==> src/rtl/mem_arbiter_pkg.sv <==
// -----------------------------------------------------------------------------
// mem_arbiter_pkg
//   Shared types and constants for the single-port memory arbiter:
//   - arb_state_t            : sequencer states (IDLE / DATA / FETCH)
//   - GRANT_DATA/GRANT_FETCH : encoding of the last_grant fairness bit
//   - TIMEOUT_CYCLES_DEFAULT : default watchdog limit (cycles per transaction)
//   - FETCH_BE               : byte enables driven for instruction fetches
//   - pick_grant()           : IDLE-state arbitration decision
// -----------------------------------------------------------------------------
package mem_arbiter_pkg;

  typedef enum logic [1:0] {
    ST_IDLE  = 2'd0,
    ST_DATA  = 2'd1,
    ST_FETCH = 2'd2
  } arb_state_t;

  localparam logic GRANT_DATA  = 1'b0;
  localparam logic GRANT_FETCH = 1'b1;

  localparam int unsigned TIMEOUT_CYCLES_DEFAULT = 255;

  localparam logic [3:0] FETCH_BE = 4'hF;

  // Round-robin between the two requesters: a contested grant goes to the
  // side that did not win last time.
  function automatic arb_state_t pick_grant(input logic d_req,
                                            input logic if_req,
                                            input logic last_grant);
    arb_state_t s;
    s = ST_IDLE;
    if (d_req && (!if_req || (last_grant == GRANT_FETCH))) begin
      s = ST_DATA;
    end else if (if_req) begin
      s = ST_FETCH;
    end
    return s;
  endfunction

endpackage

==> src/rtl/mem_arbiter_wdog.sv <==
// -----------------------------------------------------------------------------
// mem_arbiter_wdog
//   Per-transaction watchdog for mem_arbiter. A 16-bit counter is cleared when
//   a bus transaction starts and advances on every cycle the transaction is
//   waiting. o_expire fires on the cycle the count reaches TIMEOUT_CYCLES-1
//   while still waiting, i.e. on the TIMEOUT_CYCLES-th bus_valid cycle.
//
// Ports
//   clk       in   rising-edge clock
//   clr_n     in   asynchronous active-low reset
//   i_start   in   transaction is being granted this cycle (clears the count)
//   i_tick    in   transaction active and not completed this cycle
//   o_expire  out  abandon the transaction this cycle
// -----------------------------------------------------------------------------
module mem_arbiter_wdog
  import mem_arbiter_pkg::*;
#(
  parameter int unsigned TIMEOUT_CYCLES = TIMEOUT_CYCLES_DEFAULT
) (
  input  logic clk,
  input  logic clr_n,
  input  logic i_start,
  input  logic i_tick,
  output logic o_expire
);

  localparam logic [15:0] LIMIT = 16'(TIMEOUT_CYCLES - 1);

  logic [15:0] r_count;

  always_ff @(posedge clk or negedge clr_n) begin
    if (!clr_n) begin
      r_count <= '0;
    end else if (i_start) begin
      r_count <= '0;
    end else if (i_tick) begin
      r_count <= r_count + 16'd1;
    end
  end

  assign o_expire = i_tick && (r_count == LIMIT);

endmodule

==> src/rtl/mem_arbiter.sv <==
// -----------------------------------------------------------------------------
// mem_arbiter
//   Single-port memory arbiter / sequencer for the 5-stage pipeline. Shares one
//   external memory bus between the IF-stage fetch port and the MEM-stage
//   load/store port, one transaction at a time, and raises stall requests to
//   the hazard unit until each access completes.
//
//   Optional feature: define MEM_ARBITER_WATCHDOG_EN to compile in a watchdog
//   that abandons a transaction after TIMEOUT_CYCLES bus_valid cycles without
//   bus_ready, returns a ready pulse with zero data and sets sticky bus_err.
//   Without it bus_err is 0 and the arbiter waits indefinitely.
//
// Ports
//   clk, clr_n            clock, asynchronous active-low reset
//   if_req/if_addr        fetch request and address (PCF)
//   if_ready/if_rdata     fetch completion pulse and instruction word
//   d_req/d_we/d_be       load/store request, write flag, byte enables
//   d_addr/d_wdata        data address and store data
//   d_ready/d_rdata       data completion pulse and load data
//   stall_if/stall_mem    hazard-unit stall requests
//   bus_valid/bus_we/bus_be/bus_addr/bus_wdata   bus transaction (registered)
//   bus_ready/bus_rdata   bus completion and read data
//   bus_err               sticky watchdog error flag
// -----------------------------------------------------------------------------
module mem_arbiter
  import mem_arbiter_pkg::*;
#(
  parameter int unsigned TIMEOUT_CYCLES = TIMEOUT_CYCLES_DEFAULT
) (
  input  logic        clk,
  input  logic        clr_n,
  input  logic        if_req,
  input  logic [31:0] if_addr,
  output logic        if_ready,
  output logic [31:0] if_rdata,
  input  logic        d_req,
  input  logic        d_we,
  input  logic [3:0]  d_be,
  input  logic [31:0] d_addr,
  input  logic [31:0] d_wdata,
  output logic        d_ready,
  output logic [31:0] d_rdata,
  output logic        stall_if,
  output logic        stall_mem,
  output logic        bus_valid,
  output logic        bus_we,
  output logic [3:0]  bus_be,
  output logic [31:0] bus_addr,
  output logic [31:0] bus_wdata,
  input  logic        bus_ready,
  input  logic [31:0] bus_rdata,
  output logic        bus_err
);

  if ((TIMEOUT_CYCLES < 1) || (TIMEOUT_CYCLES > 65535)) begin : g_bad_timeout
    $error("mem_arbiter: TIMEOUT_CYCLES must be in 1..65535");
  end

  arb_state_t  r_state;
  arb_state_t  w_next;
  logic        r_last_grant;

  logic        r_bus_we;
  logic [3:0]  r_bus_be;
  logic [31:0] r_bus_addr;
  logic [31:0] r_bus_wdata;

  logic        w_busy;
  logic        w_start;
  logic        w_expire;
  logic        w_finish;

  assign w_busy  = (r_state != ST_IDLE);
  assign w_start = (r_state == ST_IDLE) && (w_next != ST_IDLE);

`ifdef MEM_ARBITER_WATCHDOG_EN
  logic r_err;

  mem_arbiter_wdog #(
    .TIMEOUT_CYCLES (TIMEOUT_CYCLES)
  ) u_wdog (
    .clk      (clk),
    .clr_n    (clr_n),
    .i_start  (w_start),
    .i_tick   (w_busy && !bus_ready),
    .o_expire (w_expire)
  );

  always_ff @(posedge clk or negedge clr_n) begin
    if (!clr_n) begin
      r_err <= 1'b0;
    end else if (w_expire) begin
      r_err <= 1'b1;
    end
  end

  assign bus_err = r_err;
`else
  assign w_expire = 1'b0;
  assign bus_err  = 1'b0;
`endif

  // A transaction ends either on a real bus response or on watchdog expiry;
  // only the former carries read data.
  assign w_finish = w_busy && (bus_ready || w_expire);

  // ---------------------------------------------------------------------------
  // State register and fairness bit
  // ---------------------------------------------------------------------------
  always_ff @(posedge clk or negedge clr_n) begin
    if (!clr_n) begin
      r_state      <= ST_IDLE;
      r_last_grant <= GRANT_FETCH;
    end else begin
      r_state <= w_next;
      if (w_start) begin
        r_last_grant <= (w_next == ST_FETCH) ? GRANT_FETCH : GRANT_DATA;
      end
    end
  end

  // ---------------------------------------------------------------------------
  // Bus transaction fields: captured once at grant, held until completion
  // ---------------------------------------------------------------------------
  always_ff @(posedge clk or negedge clr_n) begin
    if (!clr_n) begin
      r_bus_we    <= 1'b0;
      r_bus_be    <= '0;
      r_bus_addr  <= '0;
      r_bus_wdata <= '0;
    end else if (w_start) begin
      if (w_next == ST_DATA) begin
        r_bus_we    <= d_we;
        r_bus_be    <= d_be;
        r_bus_addr  <= d_addr;
        r_bus_wdata <= d_wdata;
      end else begin
        r_bus_we    <= 1'b0;
        r_bus_be    <= FETCH_BE;
        r_bus_addr  <= if_addr;
        r_bus_wdata <= '0;
      end
    end
  end

  // ---------------------------------------------------------------------------
  // Next state and completion outputs
  // ---------------------------------------------------------------------------
  always_comb begin
    w_next   = r_state;
    d_ready  = 1'b0;
    d_rdata  = '0;
    if_ready = 1'b0;
    if_rdata = '0;

    case (r_state)
      ST_IDLE: begin
        w_next = pick_grant(d_req, if_req, r_last_grant);
      end

      ST_DATA: begin
        if (w_finish) begin
          w_next  = ST_IDLE;
          d_ready = 1'b1;
          d_rdata = bus_ready ? bus_rdata : '0;
        end
      end

      ST_FETCH: begin
        if (w_finish) begin
          w_next = ST_IDLE;
          // A fetch whose address was redirected or withdrawn while on the bus
          // still completes there; its response is simply not delivered.
          if (if_req && (if_addr == r_bus_addr)) begin
            if_ready = 1'b1;
            if_rdata = bus_ready ? bus_rdata : '0;
          end
        end
      end

      default: begin
        w_next = ST_IDLE;
      end
    endcase
  end

  assign stall_if  = if_req && !if_ready;
  assign stall_mem = d_req && !d_ready;

  assign bus_valid = w_busy;
  assign bus_we    = r_bus_we;
  assign bus_be    = r_bus_be;
  assign bus_addr  = r_bus_addr;
  assign bus_wdata = r_bus_wdata;

endmodule

==> config.mk <==
export PLATFORM = sky130hd
export DESIGN_NAME = mem_arbiter
export DESIGN_NICKNAME = d
export VERILOG_FILES = /design/src/rtl/mem_arbiter_pkg.sv /design/src/rtl/mem_arbiter_wdog.sv /design/src/rtl/mem_arbiter.sv
export SDC_FILE = /design/constraint.sdc
export NUM_CORES = 1
export LEC_CHECK = 0
export CAP_MARGIN = 20
export CELL_PAD_IN_SITES_DETAIL_PLACEMENT = 2
export CELL_PAD_IN_SITES_GLOBAL_PLACEMENT = 2
export CORE_ASPECT_RATIO = 0.5
export CORE_MARGIN = 2
export CORE_UTILIZATION = 23
export DETAILED_ROUTE_END_ITERATION = 8
export PLACE_DENSITY = 0.89
export SYNTH_ARGS = -nofsm -noshare
export SYNTH_HDL_FRONTEND = slang
export SYNTH_HIERARCHICAL = 1
export SYNTH_SLANG_ARGS = --single-unit
==> constraint.sdc <==
create_clock -name clk -period 5.1 [get_ports clk]
set_clock_uncertainty 0.2 [all_clocks]
set_input_delay 0.765 -clock clk [delete_from_list [all_inputs] [get_ports clk]]
set_output_delay 0.765 -clock clk [all_outputs]
set_load 0.03 [all_outputs]
### After elaboration in Yosys (flattened, before gate mapping)

Index checks and enable logic that the tools add are counted.

* bits in registers: 72
* input port bits: 138
* output and inout port bits: 139
* word-level logic and storage cells: 45

* eq/ne operators: 5
* multiplexer cells: 20
* reduce and logical (&&, ||, !) cells: 14

Operators by type and width (count)
* 32-bit two-way mux: 8
* 32-bit equality test: 1
* 1-bit two-way mux: 7
* 1-bit logical AND: 6
* 2-bit two-way mux: 3
* 2-bit by 1-bit equality test with 1-bit output (second input constant): 2
* 2-bit equality test (second input constant): 2
* 4-bit two-way mux: 1
* 2-bit case mux with 2 select lines: 1
* 2-bit nonzero test: 2
* 1-bit zero test: 3
* 2-bit zero test: 1
* 2-bit OR reduction: 1
* 1-bit logical OR: 1

### Logic depth before layout (Yosys ltp)

Gate-level depths: netlist (run 1).

* word-level depth: 7
* mapped depth: 10

### Least setup slack after synthesis (run 1)

Ideal clock, no wire load.

* kind: input to output
* start: input if_addr[8]
* end: output if_rdata[0]
* arrival time: 2.620 ns
* required time: 4.135 ns
* path slack: 1.515 ns
* stages: 5
* buffers on the path: 1
* cell sequence: xnor2_1 > nand4_1 > or4_1 > buf_2 > nor4_1

* longest elaborated chain between the ends: 5

RTL lines
* from (decl): line mem_arbiter.sv:33 `input logic [31:0] if_addr,`
* 32-bit equality test: line mem_arbiter.sv:174 `if (if_req && (if_addr == r_bus_addr)) begin`
* 1-bit logical AND: line mem_arbiter.sv:174
* 32-bit two-way mux: line mem_arbiter.sv:174
* 32-bit two-way mux: line mem_arbiter.sv:170 `if (w_finish) begin`
* 32-bit two-way mux: line mem_arbiter.sv:156 `case (r_state)`
* to (decl): line mem_arbiter.sv:35 `output logic [31:0] if_rdata,`

Every way passes these cells.

### Worst setup path after layout (run 1)

* start: input bus_ready
* end: output if_rdata[0]

* longest elaborated chain between the ends: 4

RTL lines
* from (decl): line mem_arbiter.sv:50 `input logic bus_ready,`
* 32-bit two-way mux: line mem_arbiter.sv:176 `if_rdata = bus_ready ? bus_rdata : '0;`
* 32-bit two-way mux: line mem_arbiter.sv:174
* 32-bit two-way mux (*): line mem_arbiter.sv:170
* 32-bit two-way mux (*): line mem_arbiter.sv:156

Every way passes the cells marked *; elsewhere a longest branch is shown, timed or not.

==> results.tsv, run 1 <==
stage	metric	value	unit
setup_path	path_max_fanout	34	
synth	synthAdderAreaFrac	0.0100	
die	floorplan.die.height	108	microns
grt	grt_pass1_vias	6001	
synth	syn_nets	659	
synth	post_synth_xor_area_fraction	0.0563	
clock_network	clock_root_cell	sky130_fd_sc_hd__clkbuf_16	
setup_path	cp.arrival	3.90	ns
drt	ant_nets	0	
clock_network	clk_transition_reported_paths	0.06	ns
cells_and_area	layout.filler_cells	2206	
synth	synth_compound_area_frac	0.235	
die	io_pins	277	
place	placed_cells	1033	
clock_network	cts_setup_buffers	0	
sta	period_share	0.953	
sta	min_period	4.86	ns
synth	synth_area	4980	sq um
sta	hold_viol	0	
cells_and_area	total_area_of_multi_input_combinational_cells	2750	sq um
clock_network	cts-buffers-inserted	9	
setup_path	critPathMaxStageDelay	0.74	ns
clock_network	tritoncts	yes	
cells_and_area	fin_nets	894	
power	finalPower	4.95	mW
clock_network	cts_hold_buffers	0	
clock_network	cts.htree.levels	3	
place	place_congestion	0.815	
synth	synth.area.mux_share	0	
job	cap_violations	0	
sta	fin_tns_setup	0	ns
clock_network	clk_latency	0.35	ns
min_path	hp-class	flip-flop to flip-flop	
grt	number_of_antenna_violations_at_the_first_check_in_global_routing	0	
synth	post_synth_and_or_nand_nor_area_fraction	0.241	
drt	vias	5468	
setup_path	path_class	primary input to primary output	
place	numPortBuffers	275	
die	floorplan.core_area	20900	sq um
drt	wl_per_cell	25.3	microns
setup_path	critPathLaunchType	primary input	
synth	number_of_storage_elements_in_the_synthesis_netlist	72	
setup_path	regToRegSetupSlack	1.78	ns
synth	synth-seq-area-share	0.362	
cells_and_area	post_route_cells_drive_above_1_share	0.133	
grt	track_usage	0.226	
setup_path	cpMaxStageDelayCell	sky130_fd_sc_hd__clkdlybuf4s50_1	
synth	postSynthAreaPerCell	9.63	sq um
sta	max_clock_freq	206	MHz
drt	drt_wl_total	26.5	mm
power	pwr_dens	597	nW/um^2
synth	yosysUniqueCellTypes	35	
clock_network	cts_repair_resize_count	0	
setup_path	crit_chain	clkdlybuf4s50_1, nor2b_1, nand4_1, or4_2, buf_4, nor4_1, clkdlybuf4s50_1	
die	initial_utilization	0.239	
clock_network	numClockSinks	72	
setup_path	crit_buf_inv	3	
drt	drt_iter0_markers	395	
setup_path	cp_common_cell	sky130_fd_sc_hd__clkdlybuf4s50_1	
sta	rsz0062_at_grt	no	
synth	yosys_warnings	6	
drt	viasPerCell	5.21	
drt	drt_drc_violations_left	0	
cells_and_area	area_delta_synth_final	66.2	%
setup_path	worst-endpoint-required	4.14	ns
grt	grt_pass1_wl	38.7	mm
run_status	status	completed	
sta	timing.slew.headroom	0.320	
synth	main_combinational_cell_family_by_area_after_synthesis	simple AND/OR/NAND/NOR gates	
setup_path	worstSetupEndpointType	primary output	
setup_path	critical_path.top_delay_family	buffers and inverters	
sta	finalSetupViolCount	0	
power	p_leak	2.92	nW
die	die_w	212	microns
grt	grt_start_max_net_pins	73	
cells_and_area	post-route-util	0.397	
die	full_die_area	22900	sq um
cells_and_area	finish.cell_count_without_fillers	1049	
cells_and_area	ff_latch_area	1800	sq um
synth	synthCells	517	
drt	detailedRoute.firstPassIterationCount	4	
sta	slew_viol_final	0	
cells_and_area	diodes	0	
sta	worst_slew_pin_slew	1.02	ns
die	placementRows	37	
grt	grt.overflow.total	0	
clock_network	largest_buffer_count_on_any_clock_path	2	
place	dp.final_hpwl	18.0	mm
power	worst_ir_drop_vdd	0.250	mV
state kept, by name, summed over array words and instances (netlist names):
name	flops
r_last_grant	1
bus_we	1
bus_be	4
r_state	2
bus_addr	32
bus_wdata	32
worst paths after layout:
path,end,startpoint,cells after the start
max,if_rdata[0],bus_ready,7
min reg2reg,bus_wdata[22],bus_wdata[22],1
max reg2reg,bus_wdata[16],r_state[0],8
min,bus_wdata[22],bus_wdata[22],1
min in group asynchronous,bus_wdata[26],clr_n,1
max in group asynchronous,bus_wdata[7],clr_n,1
cell families after synthesis:
kind of cell / Yosys count
buffers and inverters: 106
adders and majority gates: 4
AOI/OAI and AO/OA: 142
other: 1
and+or+nand+nor: 160
xor gates and xnor gates: 32
DFF: 72
worst register-to-register path, stage by stage (launching register included):
cell and delay (ns):
sky130_fd_sc_hd__dfrtp_1 0.43, sky130_fd_sc_hd__inv_1 0.11, sky130_fd_sc_hd__ha_1 0.32, sky130_fd_sc_hd__nand2b_1 0.54, sky130_fd_sc_hd__a311o_2 0.39, sky130_fd_sc_hd__buf_4 0.52
sky130_fd_sc_hd__nand2_1 0.13, sky130_fd_sc_hd__buf_4 0.29, sky130_fd_sc_hd__o2bb2ai_1 0.23
routing by layer:
metal / vias to the layer above / global-route usage / wire, microns
li1: 2410 / - / -
met1: 2773 / 0.256 / 10400
met2: 208 / 0.407 / 13500
met3: 77 / 0.0459 / 1330
met4: 0 / 0.116 / 1330
met5: - / 0 / 0
cell type report:
type	instances	share of cell area
timing repair buffer	290	0.349
tap	292	0.0441
multi-input combinational	339	0.332
inverter	40	0.0181
sequential	72	0.218
clock buffer	9	0.0272
clock inverter	7	0.0124
power breakdown:
part           internal [mW]  switching (mW)  total [mW]
clock                  0.435           0.294       0.729
combinational           1.12            1.97        3.09
sequential             0.855           0.267        1.12
total                   2.41            2.53        4.95
per-stage QoR:
step	hold slack [ns]	area [sq um]	setup slack (ns)
after floorplan	0.269	4980	1.52
after global placement	0.269	7950	0.434
after detailed placement	0.273	7950	0.336
after CTS	0.297	8280	0.272
after global routing	0.308	8280	0.132
final	0.294	8280	0.240
cells in the mapped netlist (all sizes together):
master | count | area, sq um
a21oi | 37 | 185
a311o | 1 | 10.0
a31oi | 36 | 413
a32oi | 1 | 16.3
and2 | 3 | 18.8
buf | 31 | 194
clkbuf | 35 | 131
conb | 1 | 3.75
dfrtp | 71 | 1780
dfstp | 1 | 26.3
ha | 4 | 50.1
inv | 40 | 150
nand2 | 3 | 11.3
nand2b | 2 | 12.5
nand3 | 34 | 170
nand4 | 5 | 31.3
nor2 | 4 | 15.0
nor2b | 3 | 18.8
nor3 | 35 | 175
nor4 | 36 | 407
o22ai | 1 | 6.26
o2bb2ai | 33 | 289
o31a | 1 | 8.76
o31ai | 32 | 240
or2 | 1 | 6.26
or3 | 1 | 6.26
or4 | 1 | 7.51
or4b | 32 | 320
xnor2 | 16 | 140
xor2 | 16 | 140
layout by cell type, fill, tap and decap left out, types with 3 or more instances in the layout:
| master | instances |
|---|---|
| sky130_fd_sc_hd__a31oi_2 | 30 |
| sky130_fd_sc_hd__ha_1 | 3 |
| sky130_fd_sc_hd__nand2_1 | 3 |
| sky130_fd_sc_hd__nor4_2 | 29 |
| sky130_fd_sc_hd__nor4_1 | 7 |
| sky130_fd_sc_hd__o2bb2ai_1 | 33 |
| sky130_fd_sc_hd__inv_6 | 3 |
| sky130_fd_sc_hd__xor2_1 | 16 |
| sky130_fd_sc_hd__dfrtp_1 | 71 |
| sky130_fd_sc_hd__nor2b_1 | 3 |
| sky130_fd_sc_hd__nand4_1 | 5 |
| sky130_fd_sc_hd__o31ai_1 | 32 |
| sky130_fd_sc_hd__xnor2_1 | 16 |
| sky130_fd_sc_hd__or4b_1 | 32 |
| sky130_fd_sc_hd__nor3_1 | 35 |
| sky130_fd_sc_hd__clkbuf_16 | 9 |
| sky130_fd_sc_hd__buf_4 | 14 |
| sky130_fd_sc_hd__a21oi_1 | 37 |
| sky130_fd_sc_hd__inv_1 | 40 |
| sky130_fd_sc_hd__clkdlybuf4s50_1 | 274 |
| sky130_fd_sc_hd__nor2_1 | 3 |
| sky130_fd_sc_hd__a31oi_1 | 6 |
| sky130_fd_sc_hd__nand3_1 | 33 |
No activity file was read; power rests on OpenSTA's default activity.
==> run 2, diff against run 1 <==
--- a/config.mk
+++ b/config.mk
@@ -11,6 +11,7 @@
 export CORE_ASPECT_RATIO = 0.5
 export CORE_MARGIN = 2
 export CORE_UTILIZATION = 23
+export CTS_CLUSTER_SIZE = 25
 export DETAILED_ROUTE_END_ITERATION = 8
 export PLACE_DENSITY = 0.89
 export SYNTH_ARGS = -nofsm -noshare
==> results of run 2 <==
Final layout, timing and power as in run 1 (identical DEF).
==> run 3, diff against run 2 <==
--- a/config.mk
+++ b/config.mk
@@ -8,7 +8,7 @@
 export CAP_MARGIN = 20
 export CELL_PAD_IN_SITES_DETAIL_PLACEMENT = 2
 export CELL_PAD_IN_SITES_GLOBAL_PLACEMENT = 2
-export CORE_ASPECT_RATIO = 0.5
+export CORE_ASPECT_RATIO = 0.6
 export CORE_MARGIN = 2
 export CORE_UTILIZATION = 23
 export CTS_CLUSTER_SIZE = 25
==> run 3 against run 2 <==
Net effect: largest cell class unchanged; highest routed layer unchanged; critical path depth unchanged; cell area increased by 0.24%; worst hold slack got worse by 0.0090 ns.
==> results.tsv, run 3 (same netlist as run 1, synthesis figures left out) <==
stage	metric	value	unit	change
setup_path	crit_buf_inv	3		unchanged
sta	min_period	4.81	ns	-0.0549 ns
drt	wl_per_cell	23.0	microns	-9.0%
setup_path	critPathMaxStageDelay	0.74	ns	about the same
clock_network	largest_buffer_count_on_any_clock_path	2		unchanged
setup_path	critPathLaunchType	primary input		
drt	drt_wl_total	23.9	mm	-9.7%
clock_network	clock_root_cell	sky130_fd_sc_hd__clkbuf_16		
run_status	status	completed		
cells_and_area	post_route_cells_drive_above_1_share	0.138		+0.00455
cells_and_area	most_common_library_cell_in_the_layout_ignoring_fill_and_taps	sky130_fd_sc_hd__clkdlybuf4s50_1		
setup_path	crit_chain	clkdlybuf4s50_1, xnor2_1, nand4_1, or4_2, buf_12, nor4_1, clkdlybuf4s50_1		
setup_path	cp_common_cell	sky130_fd_sc_hd__clkdlybuf4s50_1		
clock_network	cts_setup_buffers	0		unchanged
place	dp.final_hpwl	17.9	mm	-0.62%
cells_and_area	layout_common_cells	sky130_fd_sc_hd__clkdlybuf4s50_1, sky130_fd_sc_hd__dfrtp_1, sky130_fd_sc_hd__inv_1, sky130_fd_sc_hd__a21oi_1, sky130_fd_sc_hd__nor3_1		
drt	detailedRoute.firstPassIterationCount	4		unchanged
drt	viasPerCell	5.03		-3.6%
clock_network	cts_hold_buffers	0		unchanged
sta	hold-worst-slack	0.285	ns	-0.00900 ns
power	p_leak	2.95	nW	+0.98%
cells_and_area	fin_nets	899		+0.56%
drt	ant_nets	0		unchanged
place	numPortBuffers	275		unchanged
grt	grt.overflow.total	0		unchanged
clock_network	clk_transition_reported_paths	0.06	ns	about the same
grt	grt_start_max_net_pins	73		unchanged
clock_network	tritoncts	yes		
cells_and_area	ff_latch_area	1800	sq um	unchanged
cells_and_area	layout.filler_cells	2304		+4.4%
place	placed_cells	1023		-0.97%
cells_and_area	area_delta_synth_final	66.6	%	
grt	track_usage	0.204		-0.0218
setup_path	worst-r2r-cell-count	7		-1
die	die_w	194	microns	-8.5%
setup_path	worstSetupEndpointType	primary output		
setup_path	worst-endpoint-required	4.14	ns	about the same
sta	slew_viol_final	0		unchanged
sta	rsz0062_at_grt	no		
setup_path	cp.arrival	3.84	ns	-0.06 ns
clock_network	numClockSinks	72		unchanged
die	floorplan.core_area	21100	sq um	+1.2%
power	worst_ir_drop_vdd	0.209	mV	-17%
cells_and_area	finish.cell_count_without_fillers	1040		-0.86%
clock_network	cts.htree.levels	3		unchanged
setup_path	cpMaxStageDelayCell	sky130_fd_sc_hd__clkdlybuf4s50_1		
cells_and_area	diodes	0		unchanged
sta	timing.slew.headroom	0.303		-0.0173
cells_and_area	final_area	8300	sq um	+0.24%
drt	drt_drc_violations_left	0		unchanged
cells_and_area	total_area_of_multi_input_combinational_cells	2750	sq um	unchanged
min_path	min_from	bus_wdata[19]		
sta	fin_tns_setup	0	ns	unchanged
sta	worst_slew_pin_slew	1.04	ns	+0.0234 ns
setup_path	path_class	primary input to primary output		
grt	number_of_antenna_violations_at_the_first_check_in_global_routing	0		unchanged
sta	finalSetupViolCount	0		unchanged
sta	max_clock_freq	208	MHz	+1.1%
die	floorplan.die.height	118	microns	+9.2%
place	placed_cell_area	7960	sq um	about the same
job	cap_violations	0		unchanged
min_path	hp-class	flip-flop to flip-flop		
setup_path	critical_path.top_delay_family	buffers and inverters		
sta	hold_viol	0		unchanged
setup_path	critical_path.reg2reg.startpoint	r_state[0]		
clock_network	cts-buffers-inserted	9		unchanged
die	full_die_area	22900	sq um	-0.15%
die	initial_utilization	0.236		-0.00290
sta	period_share	0.942		-0.0108
min_path	worstHoldEndpoint	bus_wdata[19]		
drt	vias	5226		-4.4%
grt	grt_pass1_wl	36.3	mm	-6.3%
clock_network	cts_repair_resize_count	0		unchanged
die	placementRows	41		+11%
grt	grt_pass1_vias	5663		-5.6%
power	pwr_dens	575	nW/um^2	-3.7%
min_path	whs_path_depth	1		unchanged
setup_path	path_max_fanout	34		unchanged
setup_path	regToRegSetupSlack	1.97	ns	+0.19 ns
setup_path	regToRegEndpoint	bus_wdata[30]		
clock_network	clk_latency	0.33	ns	-0.02 ns
place	place_congestion	0.782		-4.1%
drt	drt_iter0_markers	171		-57%
die	io_pins	277		unchanged
==> run 3: worst register-to-register path, cell delays in order (launching register included) <==
cell                        delay [ns]
sky130_fd_sc_hd__dfrtp_1          0.43
sky130_fd_sc_hd__inv_1            0.10
sky130_fd_sc_hd__ha_1             0.29
sky130_fd_sc_hd__nand2b_1         0.38
sky130_fd_sc_hd__a32oi_4          0.83
sky130_fd_sc_hd__or3_1            0.23
sky130_fd_sc_hd__buf_4            0.36
sky130_fd_sc_hd__o2bb2ai_1        0.16
==> run 3: metrics by stage <==
stage | worst slack, ns | power (mW) | util
2_1_floorplan | 1.52 | 2.87 | -
3_3_place_gp | 0.400 | 4.05 | 0.377
3_5_place_dp | 0.325 | 4.13 | 0.377
4_1_cts | 0.325 | 4.80 | 0.390
5_1_grt | 0.272 | 5.07 | 0.393
6_report | 0.295 | 4.78 | 0.393
==> run 3: cell type report <==
type	count	share of cell area
clock buffer	9	0.0271
clock inverter	6	0.00739
inverter	40	0.0181
multi-input combinational	339	0.331
sequential	72	0.217
tap	279	0.0421
timing repair buffer	295	0.357
==> run 3: layer usage <==
metal / part of all wire / GRT usage / up-vias
li1: - / - / 2416
met2: 0.45 / 0.310 / 159
met1: 0.48 / 0.295 / 2632
met5: 0 / 0 / -
met3: 0.058 / 0.0504 / 19
met4: 0.011 / 0.0331 / 0
==> run 3: how the worst max path moves through the flow <==
stage               start            to  slack (ns)  cells past startpoint
2_1_floorplan  if_addr[8]   if_rdata[0]        1.52                      5
3_3_place_gp   if_addr[8]  if_rdata[31]        0.40                      7
3_5_place_dp   if_addr[8]  if_rdata[31]        0.33                      7
4_1_cts        if_addr[8]  if_rdata[31]        0.33                      7
5_1_grt        if_addr[8]  if_rdata[31]        0.27                      7
6_report       if_addr[8]  if_rdata[31]        0.29                      7
==> run 3: report_power, final <==
group | internal, mW | switching, mW | leakage (nW)
clock network | 0.375 | 0.260 | 0.141
registers | 0.855 | 0.230 | 0.881
logic | 1.15 | 1.90 | 1.93
